[src/rtl/clock_enable_bank_if.sv]
// Bus bundle for clock_enable_bank: run enables, sync, divisor-write
// handshake and the per-channel tick / divided-clock / pending outputs.
interface clock_enable_bank_if #(
    parameter int NUM_CH = 4,
    parameter int DIV_W  = 16,
    parameter int CH_W   = (NUM_CH > 1) ? $clog2(NUM_CH) : 1
);
    logic [NUM_CH-1:0] ch_en;
    logic              sync;
    logic              cfg_valid;
    logic              cfg_ready;
    logic [CH_W-1:0]   cfg_ch;
    logic [DIV_W-1:0]  cfg_div;
    logic              cfg_err;
    logic [NUM_CH-1:0] tick;
    logic [NUM_CH-1:0] clk_div;
    logic [NUM_CH-1:0] pending;

    // Requester / timing consumer side
    modport master (
        output ch_en, sync, cfg_valid, cfg_ch, cfg_div,
        input  cfg_ready, cfg_err, tick, clk_div, pending
    );

    // Clock-enable bank side
    modport slave (
        input  ch_en, sync, cfg_valid, cfg_ch, cfg_div,
        output cfg_ready, cfg_err, tick, clk_div, pending
    );
endinterface

[src/rtl/clock_enable_bank.sv]
// Multi-channel clock-enable generator. Each channel counts enabled edges
// and emits a one-cycle tick every div cycles plus a level that toggles on
// each tick. Divisor writes to a running channel are parked and applied on
// the channel's next terminal count so no period is ever shortened.

// One channel: counter, active/pending divisor, tick and divided level.
module clock_enable_bank_ch #(
    parameter int DIV_W       = 16,
    parameter int DEFAULT_DIV = 4
) (
    input  logic             i_clk,
    input  logic             i_rst_n,
    input  logic             i_en,
    input  logic             i_sync,
    input  logic             i_wr,
    input  logic [DIV_W-1:0] i_wr_div,
    output logic             o_tick,
    output logic             o_clk_div,
    output logic             o_pending
);
    logic [DIV_W-1:0] r_cnt;
    logic [DIV_W-1:0] r_div_active;
    logic [DIV_W-1:0] r_pend_div;
    logic             r_pending;
    logic             r_tick;
    logic             r_clk_div;
    logic             w_term;

    // div_active is never 0, so the subtraction cannot wrap
    assign w_term = (r_cnt == (r_div_active - DIV_W'(1)));

    // Priority: reset > sync > disabled > terminal count > count.
    // A write is only accepted while nothing is pending, so i_wr and
    // r_pending are never both set.
    always_ff @(posedge i_clk) begin
        if (!i_rst_n) begin
            r_cnt        <= '0;
            r_div_active <= DIV_W'(DEFAULT_DIV);
            r_pend_div   <= DIV_W'(DEFAULT_DIV);
            r_pending    <= 1'b0;
            r_tick       <= 1'b0;
            r_clk_div    <= 1'b0;
        end else if (i_sync || !i_en) begin
            // Restart point: any new divisor can be applied without a runt
            r_cnt     <= '0;
            r_tick    <= 1'b0;
            r_clk_div <= 1'b0;
            r_pending <= 1'b0;
            if (i_wr) begin
                r_div_active <= i_wr_div;
            end else if (r_pending) begin
                r_div_active <= r_pend_div;
            end
        end else begin
            if (w_term) begin
                r_cnt     <= '0;
                r_tick    <= 1'b1;
                r_clk_div <= ~r_clk_div;
                // Period boundary: the parked divisor governs the next period
                if (r_pending) begin
                    r_div_active <= r_pend_div;
                    r_pending    <= 1'b0;
                end
            end else begin
                r_cnt  <= r_cnt + DIV_W'(1);
                r_tick <= 1'b0;
            end
            // Running channel: park the write, even on a terminal edge
            if (i_wr) begin
                r_pend_div <= i_wr_div;
                r_pending  <= 1'b1;
            end
        end
    end

    assign o_tick    = r_tick;
    assign o_clk_div = r_clk_div;
    assign o_pending = r_pending;
endmodule

// Bank top: shared divisor-write port decoded onto NUM_CH channels.
module clock_enable_bank #(
    parameter int NUM_CH      = 4,
    parameter int DIV_W       = 16,
    parameter int DEFAULT_DIV = 4
) (
    input  logic               CLK100MHZ,
    input  logic               reset_n,
    clock_enable_bank_if.slave bus
);
    localparam int CH_W = (NUM_CH > 1) ? $clog2(NUM_CH) : 1;
    localparam int CH_N = 1 << CH_W;

    logic [NUM_CH-1:0] w_pending;
    logic [NUM_CH-1:0] w_tick;
    logic [NUM_CH-1:0] w_clk_div;
    logic [NUM_CH-1:0] w_wr;
    logic [CH_N-1:0]   w_pend_pad;
    logic              w_in_range;
    logic              w_accept;
    logic [DIV_W-1:0]  w_div_sat;
    logic              r_cfg_err;

    // Channel indices beyond NUM_CH read as "not pending", so the port is
    // always ready for them and the bad write is consumed and flagged.
    assign w_pend_pad    = CH_N'(w_pending);
    assign bus.cfg_ready = ~w_pend_pad[bus.cfg_ch];
    assign w_in_range    = ({{(32-CH_W){1'b0}}, bus.cfg_ch} < 32'(NUM_CH));
    assign w_accept      = bus.cfg_valid & bus.cfg_ready;
    // A divisor of 0 behaves as 1
    assign w_div_sat     = (bus.cfg_div == '0) ? DIV_W'(1) : bus.cfg_div;

    // One-cycle error pulse for an accepted write to a missing channel
    always_ff @(posedge CLK100MHZ) begin
        if (!reset_n) begin
            r_cfg_err <= 1'b0;
        end else begin
            r_cfg_err <= w_accept & ~w_in_range;
        end
    end

    for (genvar i = 0; i < NUM_CH; i++) begin : g_ch
        assign w_wr[i] = w_accept & w_in_range & (bus.cfg_ch == CH_W'(i));

        clock_enable_bank_ch #(
            .DIV_W       (DIV_W),
            .DEFAULT_DIV (DEFAULT_DIV)
        ) u_ch (
            .i_clk     (CLK100MHZ),
            .i_rst_n   (reset_n),
            .i_en      (bus.ch_en[i]),
            .i_sync    (bus.sync),
            .i_wr      (w_wr[i]),
            .i_wr_div  (w_div_sat),
            .o_tick    (w_tick[i]),
            .o_clk_div (w_clk_div[i]),
            .o_pending (w_pending[i])
        );
    end

    assign bus.tick    = w_tick;
    assign bus.clk_div = w_clk_div;
    assign bus.pending = w_pending;
    assign bus.cfg_err = r_cfg_err;
endmodule

[src/flat_wrapper.sv]
// flat-port wrapper written by rule: the top's interface ports become plain ports
module clock_enable_bank_flat 
#(
    parameter int NUM_CH      = 4,
    parameter int DIV_W       = 16,
    parameter int DEFAULT_DIV = 4
)
  (CLK100MHZ, reset_n, bus_ch_en, bus_sync, bus_cfg_valid, bus_cfg_ch, bus_cfg_div, bus_cfg_ready, bus_cfg_err, bus_tick, bus_clk_div, bus_pending);
  clock_enable_bank_if #(.NUM_CH(NUM_CH), .DIV_W(DIV_W)) bus_i ();
  input  logic CLK100MHZ;
  input  logic reset_n;
  input wire logic [$bits(bus_i.ch_en)-1:0] bus_ch_en;
  input wire logic [$bits(bus_i.sync)-1:0] bus_sync;
  input wire logic [$bits(bus_i.cfg_valid)-1:0] bus_cfg_valid;
  input wire logic [$bits(bus_i.cfg_ch)-1:0] bus_cfg_ch;
  input wire logic [$bits(bus_i.cfg_div)-1:0] bus_cfg_div;
  output wire logic [$bits(bus_i.cfg_ready)-1:0] bus_cfg_ready;
  output wire logic [$bits(bus_i.cfg_err)-1:0] bus_cfg_err;
  output wire logic [$bits(bus_i.tick)-1:0] bus_tick;
  output wire logic [$bits(bus_i.clk_div)-1:0] bus_clk_div;
  output wire logic [$bits(bus_i.pending)-1:0] bus_pending;
  assign bus_i.ch_en = bus_ch_en;
  assign bus_i.sync = bus_sync;
  assign bus_i.cfg_valid = bus_cfg_valid;
  assign bus_i.cfg_ch = bus_cfg_ch;
  assign bus_i.cfg_div = bus_cfg_div;
  assign bus_cfg_ready = bus_i.cfg_ready;
  assign bus_cfg_err = bus_i.cfg_err;
  assign bus_tick = bus_i.tick;
  assign bus_clk_div = bus_i.clk_div;
  assign bus_pending = bus_i.pending;
  clock_enable_bank #(.NUM_CH(NUM_CH), .DIV_W(DIV_W), .DEFAULT_DIV(DEFAULT_DIV)) u_core (.CLK100MHZ(CLK100MHZ), .reset_n(reset_n), .bus(bus_i));
endmodule
[config.mk]
export PLATFORM = sky130hd
export DESIGN_NAME = clock_enable_bank_flat
export DESIGN_NICKNAME = d
export VERILOG_FILES = /design/src/rtl/clock_enable_bank_if.sv /design/src/rtl/clock_enable_bank.sv /design/src/flat_wrapper.sv
export SDC_FILE = /design/constraint.sdc
export NUM_CORES = 1
export LEC_CHECK = 0
export BUFFER_PORTS_ARGS = -buffer_cell sky130_fd_sc_hd__buf_2
export CAP_MARGIN = 20
export CORE_ASPECT_RATIO = 1.25
export CORE_MARGIN = 2
export CORE_UTILIZATION = 40
export CTS_BUF_LIST = sky130_fd_sc_hd__clkbuf_16
export DETAILED_ROUTE_END_ITERATION = 8
export MAX_ROUTING_LAYER = met4
export PLACE_DENSITY = 0.54
export SLEW_MARGIN = 5
export SYNTH_ARGS = -nofsm -noshare
export SYNTH_HDL_FRONTEND = slang
export SYNTH_SLANG_ARGS = --single-unit
export TNS_END_PERCENT = 100
[constraint.sdc]
create_clock -name CLK100MHZ -period 2.9 [get_ports CLK100MHZ]
set_clock_uncertainty 0.05 [all_clocks]
set_input_delay 0.58 -clock CLK100MHZ [delete_from_list [all_inputs] [get_ports CLK100MHZ]]
set_output_delay 0.58 -clock CLK100MHZ [all_outputs]
set_load 0.05 [all_outputs]
## Word-level counts from Yosys, hierarchy flattened

Cells that the tools add are included.
Widths: inputs -> output; s select.

- Input bits: 26
- Output and inout bits: 14
- Memory bits (writable): 0
- Word-level logic and storage cells: 116
- Bits in read-only memories: 0
- Memories kept: 0
- Bits in latches: 0
- Bits in registers: 204

- Add/sub/neg operators: 8
- Equality and inequality tests: 7
- Bitwise operators: 15
- Shift-type cells: 0
- Mux-type cells: 31
- Reductions and logical operators: 30
- $mul: 0
- Div/mod/pow operators: 0
- Order comparisons: 1

Operator list:

| operator | number |
|---|---|
| $mux 16 | 17 |
| $add 16x1->16 const B | 4 |
| $eq 16x16->1 | 4 |
| $sub 16x1->16 const B | 4 |
| $logic_not 16->1 | 1 |
| $reduce_bool 2->1 | 8 |
| $mux 1 | 13 |
| $reduce_or 3->1 | 4 |
| $not 1->1 | 10 |
| $reduce_and 2->1 | 4 |
| $reduce_or 2->1 | 4 |
| $and 1x1->1 | 5 |
| $eq 2x2->1 const B | 2 |
| $logic_not 1->1 | 4 |
| $logic_or 1x1->1 | 4 |
| $lt 2x3->1 const B | 1 |
| $bmux 1 s2 | 1 |
| $eq 2x1->1 const B | 1 |
| $logic_not 2->1 | 1 |

## Longest topological paths before layout

- Word-level depth: 7
- Gate-level depth with buffers: 13
- Mapped depth without buffers: 9

## Cells and area by module

From an unflattened synthesis, not the netlist that was laid out.

- Cells, all modules: 1448
- Area, all modules: 11728.7 µm²

By module, submodules not included:

| module | cells each | times used | area an instance (µm²) | seq. area each (µm²) |
|---|---|---|---|---|
| clock_enable_bank_ch at u_core.g_ch[0].u_ch ... | 359 | 3 | 2882.8 | 1021.0 |
| clock_enable_bank_ch at u_core.g_ch[3].u_ch | 342 | 1 | 2915.3 | 1021.0 |
| clock_enable_bank | 29 | 1 | 165.2 | 0.0 |

## Least setup slack after synthesis

OpenSTA, ideal clock, no wires.

- Path kind: reg2reg
- From: register u_core.g_ch[0].u_ch.r_div_active[0]
- To: register u_core.g_ch[0].u_ch.r_cnt[10]
- Path buffers: 4
- Data required time: 2.735 ns
- Stages on the path, launching flop included: 14
- Library setup time: 0.115 ns
- Period minus slack after synthesis: 2.990 ns
- Setup slack: -0.090 ns
- Arrival: 2.826 ns
- Path through: dfxtp_1 > buf_2 > inv_1 > ha_1 > buf_2 > or4b_4 > nor4_1 > nand4_1 > a2111oi_4 > and4_1 > or2_1 > buf_2 > buf_4 > nor2_1

- Cells in the longest elaborated chain, start to end: 3

RTL lines:

| item | RTL line | text |
|---|---|---|
| from (decl) | clock_enable_bank.sv:22 | `logic [DIV_W-1:0] r_div_active;` |
| from (signal assigned) | clock_enable_bank.sv:38 | `r_div_active <= DIV_W'(DEFAULT_DIV);` |
| from (signal assigned) | clock_enable_bank.sv:50 | `r_div_active <= i_wr_div;` |
| from (signal assigned) | clock_enable_bank.sv:52 | `r_div_active <= r_pend_div;` |
| $sub 16x1->16 | clock_enable_bank.sv:30 | `assign w_term = (r_cnt == (r_div_active - DIV_W'(1)));` |
| $eq 16x16->1 | clock_enable_bank.sv:30 |  |
| $reduce_or 3->1 (no source line) | n/a |  |
| to (signal assigned) | clock_enable_bank.sv:65 | `r_cnt <= r_cnt + DIV_W'(1);` |
| to (decl) | clock_enable_bank.sv:21 | `logic [DIV_W-1:0] r_cnt;` |

Every way passes these cells.
A chain may end at the register's enable or synchronous reset.

## Final worst setup path

- From: register u_core.g_ch[0].u_ch.r_div_active[0]
- To: register u_core.g_ch[0].u_ch.r_div_active[2]

- Cells in the longest elaborated chain, start to end: 3

RTL lines:

| item | RTL line |
|---|---|
| $sub 16x1->16 | clock_enable_bank.sv:30 |
| $eq 16x16->1 | clock_enable_bank.sv:30 |
| $reduce_bool 2->1 (no source line) | n/a |

Every way passes these cells.

==> flow_metrics.env <==
export IMPL_post_route_period_util_pct=96.1
export IMPL_setup_reg_to_reg_worst_slack_ns=0.11
export IMPL_layout_stage_area_growth_over_the_synthesis_result_pct=13.1
export IMPL_antenna_violations_before_repair=2
export IMPL_ys_warnings_count=0
export IMPL_cts_max_level=1
export IMPL_numPortBuffers=38
export IMPL_placed_instance_count=1690
export IMPL_crit_type="flop to flop"
export IMPL_syn_mean_instance_area_um2=8.23
export IMPL_die_width_um=154
export IMPL_crit_path_end_kind="flop"
export IMPL_groute_usage_overall_pct=20.2
export IMPL_worst_slew_pin_slew_ns=0.680
export IMPL_die_y_um=191
export IMPL_slew_violations=0
export IMPL_r2r_worst_path_cells=11
export IMPL_synth_ff_latch_count=204
export IMPL_leakage_nw=4.50
export IMPL_cts_tree="done"
export IMPL_min_delay_path_class="input pin to flop"
export IMPL_arrival_ns=3.14
export IMPL_final_area_um2=12600
export IMPL_rows=68
export IMPL_max_freq_ghz=0.359
export IMPL_root_buffer_cell="clkbuf_16"
export IMPL_mappedNetlistArea_um2=11200
export IMPL_timing_hold_worst_path_depth=3
export IMPL_max_cap_violations=0
export IMPL_status="completed"
export IMPL_global_route_overflow_total=0
export IMPL_drc_errors=0
export IMPL_final_core_utilization_pct=45.9
export IMPL_max_slew_margin_rel_pct=54.7
export IMPL_hpwlAfterDp_mm=20.6
export IMPL_worst_endpoint_required_ns=3.25
export IMPL_grt_max_degree=48
export IMPL_route_final_wire_length_mm=29.6
export IMPL_placed_area_um2=11800
export IMPL_grt_first_pass_wirelength_mm=47.7
export IMPL_critical_path_fanout_max=8
export IMPL_hold_path_end="u_core.g_ch[0].u_ch.r_pend_div[9]$_SDFFE_PN0P_"
export IMPL_cp_start_kind="flop"
export IMPL_cts_max_path_buffers=3
export IMPL_startpoint_of_the_most_critical_register_to_register_path="u_core.g_ch[0].u_ch.r_div_active[0]$_SDFFE_PN0P_"
export IMPL_route_detailed_wl_per_inst_um=17.0
export IMPL_nFillCells=2814
export IMPL_post_drt_via_cell_ratio=5.48
export IMPL_post_synthesis_cell_type_count=83
export IMPL_drt_antenna_violating_nets=0
export IMPL_peak_vdd_ir_mv=0.460
export IMPL_post_synth_main_area_contributors="dfxtp_1, nand2_1, mux2i_1"
export IMPL_synth_top_flop_cell="dfxtp_1"
export IMPL_finalSetupTns_ns=0
export IMPL_finalNonFillerCells=1741
export IMPL_hold_buffers=0
export IMPL_io_pins=40
export IMPL_layout_drive_gt1_share_pct=13.0
export IMPL_drt_iter0_drcs=461
export IMPL_synth_largest_area_cell="dfxtp_1"
export IMPL_synth_edff_count=0
export IMPL_crit_slowest_cell="or4b_4"
export IMPL_fp_coreArea_um2=27600
export IMPL_drt_pass1_iter_count=5
export IMPL_period_needed_ns=2.79
export IMPL_setup_viol=0
export IMPL_synth_async_reset_ratio_pct=0
export IMPL_post_synth_top_area_fraction_pct=36.5
export IMPL_pwr_density_cell_nw_per_um2=513
export IMPL_synth_net_count=1393
export IMPL_clock_sink_count=204
export IMPL_clk_latency_ns=0.52
export IMPL_synthesized_instance_count=1359
export IMPL_place_congestion=0.820
export IMPL_hold_path_startpoint="bus_cfg_div[9]"
export IMPL_initial_utilization_pct=40.6
export IMPL_floorplan_die_area_um2=29300
export IMPL_clock_transition_at_the_register_clock_pins_on_the_worst_setup_and_hold_paths_after_cts_ns=0.06
export IMPL_crit_path_cell_trace="inv_1 > ha_1 > or4b_4 > nor3_1 > mux2i_1 > a2111oi_4 > buf_4 > a41oi_4 > a21oi_4 > clkbuf_16 > o32a_1"
export IMPL_synth_seq_area_share_pct=36.5
export IMPL_timing_hold_ws_ns=0.373
export IMPL_reg_to_reg_critical_path_endpoint="u_core.g_ch[0].u_ch.r_div_active[2]$_SDFFE_PN1P_"
export IMPL_timing_final_hold_violations=0
export IMPL_layout_nets=1409
export IMPL_cpPeakStageDelay_ns=0.49
export IMPL_first_global_vias=8916
export IMPL_num_vias=9543
export IMPL_numCtsBuffers=23
==> layout make-up <==
cell class                 instances  area [um2]  share of cell area, %
inverter                          27         101                  0.802
clock inverter                    16         119                  0.940
clock buffer                      23         576                   4.55
sequential                       204        4090                   32.3
antenna                            2        5.00                 0.0396
multi-input combinational       1010        6520                   51.6
tap                              350         438                   3.46
timing repair buffer             109         797                   6.30
==> flip-flops by register name, summed over array words and instances (netlist names) <==
name	flops
u_core.g_ch.u_ch.o_pending	4
u_core.g_ch.u_ch.o_clk_div	4
u_core.g_ch.u_ch.r_cnt	64
u_core.g_ch.u_ch.r_pend_div	64
u_core.g_ch.u_ch.o_tick	4
u_core.g_ch.u_ch.r_div_active	64
==> where the power goes <==
part / total, mW / switching, mW / leakage [nW] / internal (mW)
sequential: 2.94 / 0.0771 / 1.65 / 2.86
combinational: 0.776 / 0.445 / 2.48 / 0.330
clock: 2.77 / 1.17 / 0.364 / 1.60
==> cells by family (layout without fill, tap and decap cells) <==
family	count (synthesis)	count (layout)	share of synthesized area, %
xor+xnor	127	127	9.95
buf+inv	146	175	5.87
mux	64	64	5.86
other cells	1	3	0.0335
flops	204	204	36.5
compound gates	270	270	17.9
fa+ha+maj	8	8	0.895
simple gates	539	540	23.0
==> cell usage after synthesis (all sizes together), types with 6 or more instances <==
cell	instances
o221ai	14
xor2	67
or3	6
a2bb2oi	15
nor3	43
nor4	20
o211ai	27
o221a	15
inv	25
ha	8
a41oi	9
a21oi	72
o21ai	34
nor2	86
clkbuf	85
nand2	236
nor2b	14
xnor2	60
a211oi	11
and3	21
dfxtp	204
o22a	14
a2111oi	6
buf	34
mux2i	61
nand3	49
nand2b	9
and4	6
o22ai	6
nand4	14
==> worst max-delay path by stage <==
stage | depth (start not counted) | slack [ns] | startpoint | to
2_1_floorplan | 13 | 0.007 | u_core.g_ch[0].u_ch.r_div_active[0]$_SDFFE_PN0P_ | u_core.g_ch[0].u_ch.r_cnt[10]$_SDFF_PP0_
4_1_cts | 10 | 0.007 | u_core.g_ch[1].u_ch.r_div_active[1]$_SDFFE_PN0P_ | u_core.g_ch[1].u_ch.r_div_active[3]$_SDFFE_PN0P_
5_1_grt | 11 | -0.02 | u_core.g_ch[0].u_ch.r_div_active[0]$_SDFFE_PN0P_ | u_core.g_ch[0].u_ch.r_div_active[1]$_SDFFE_PN0P_
6_report | 11 | 0.11 | u_core.g_ch[0].u_ch.r_div_active[0]$_SDFFE_PN0P_ | u_core.g_ch[0].u_ch.r_div_active[2]$_SDFFE_PN1P_
3_3_place_gp | 10 | 0.04 | u_core.g_ch[1].u_ch.r_div_active[1]$_SDFFE_PN0P_ | u_core.g_ch[1].u_ch.r_div_active[7]$_SDFFE_PN0P_
3_5_place_dp | 10 | 0.008 | u_core.g_ch[1].u_ch.r_div_active[1]$_SDFFE_PN0P_ | u_core.g_ch[1].u_ch.r_div_active[3]$_SDFFE_PN0P_
==> routing by layer <==
metal  share of wire, %  global-route usage (%)  vias up
li1                   -                       -     4828
met5                  0                       -        -
met2                 48                    33.6      121
met4                1.7                    4.59        0
met3                3.9                    3.02       34
met1                 47                    26.2     4560
==> metrics by stage <==
step | power (mW) | setup WS, ns
finish | 6.49 | 0.112
global route | 6.78 | -0.0232
CTS | 6.56 | 0.00736
detailed placement | 3.75 | 0.00764
global placement | 3.74 | 0.0430
floorplan | 3.52 | 0.00735
==> critical path, delay by kind of cell (launching register included) <==
family	cells	cell delay, ns
simple gates	2	0.73
compound gates	4	0.70
buf+inv	3	0.39
mux	1	0.32
flops	1	0.31
fa+ha+maj	1	0.15
==> cell usage in the layout (no fill, tap or decap), types with 5 or more instances in the layout <==
cell and n:
and3_1 21, a211oi_1 11, xor2_1 67, clkinv_2 5, a31oi_1 5, o22ai_1 6, buf_2 37, nand3_1 49
xnor2_1 60, o221ai_1 14, o221a_1 15, inv_1 29, o211ai_1 27, a2bb2oi_1 15, clkinv_1 6, nand2b_1 9
nand4_1 14, nor3_1 42, a21oi_1 71, and4_1 5, a41oi_1 7, o21ai_0 31, clkbuf_16 24, dfxtp_1 202
buf_4 66, nor4_1 11, ha_1 7, nor2b_1 14, nor4_2 9, or3_1 6, nand2_1 236, nor2_1 86
o22a_1 14, mux2i_1 61, or4_1 5
==> what timing repair did <==
item / in CTS / in global routing
resized for setup: 0 / 16
endpoints found under the setup margin: 0 / 130
setup buffers: 0 / 8
Power figures use the tool's default switching activity.
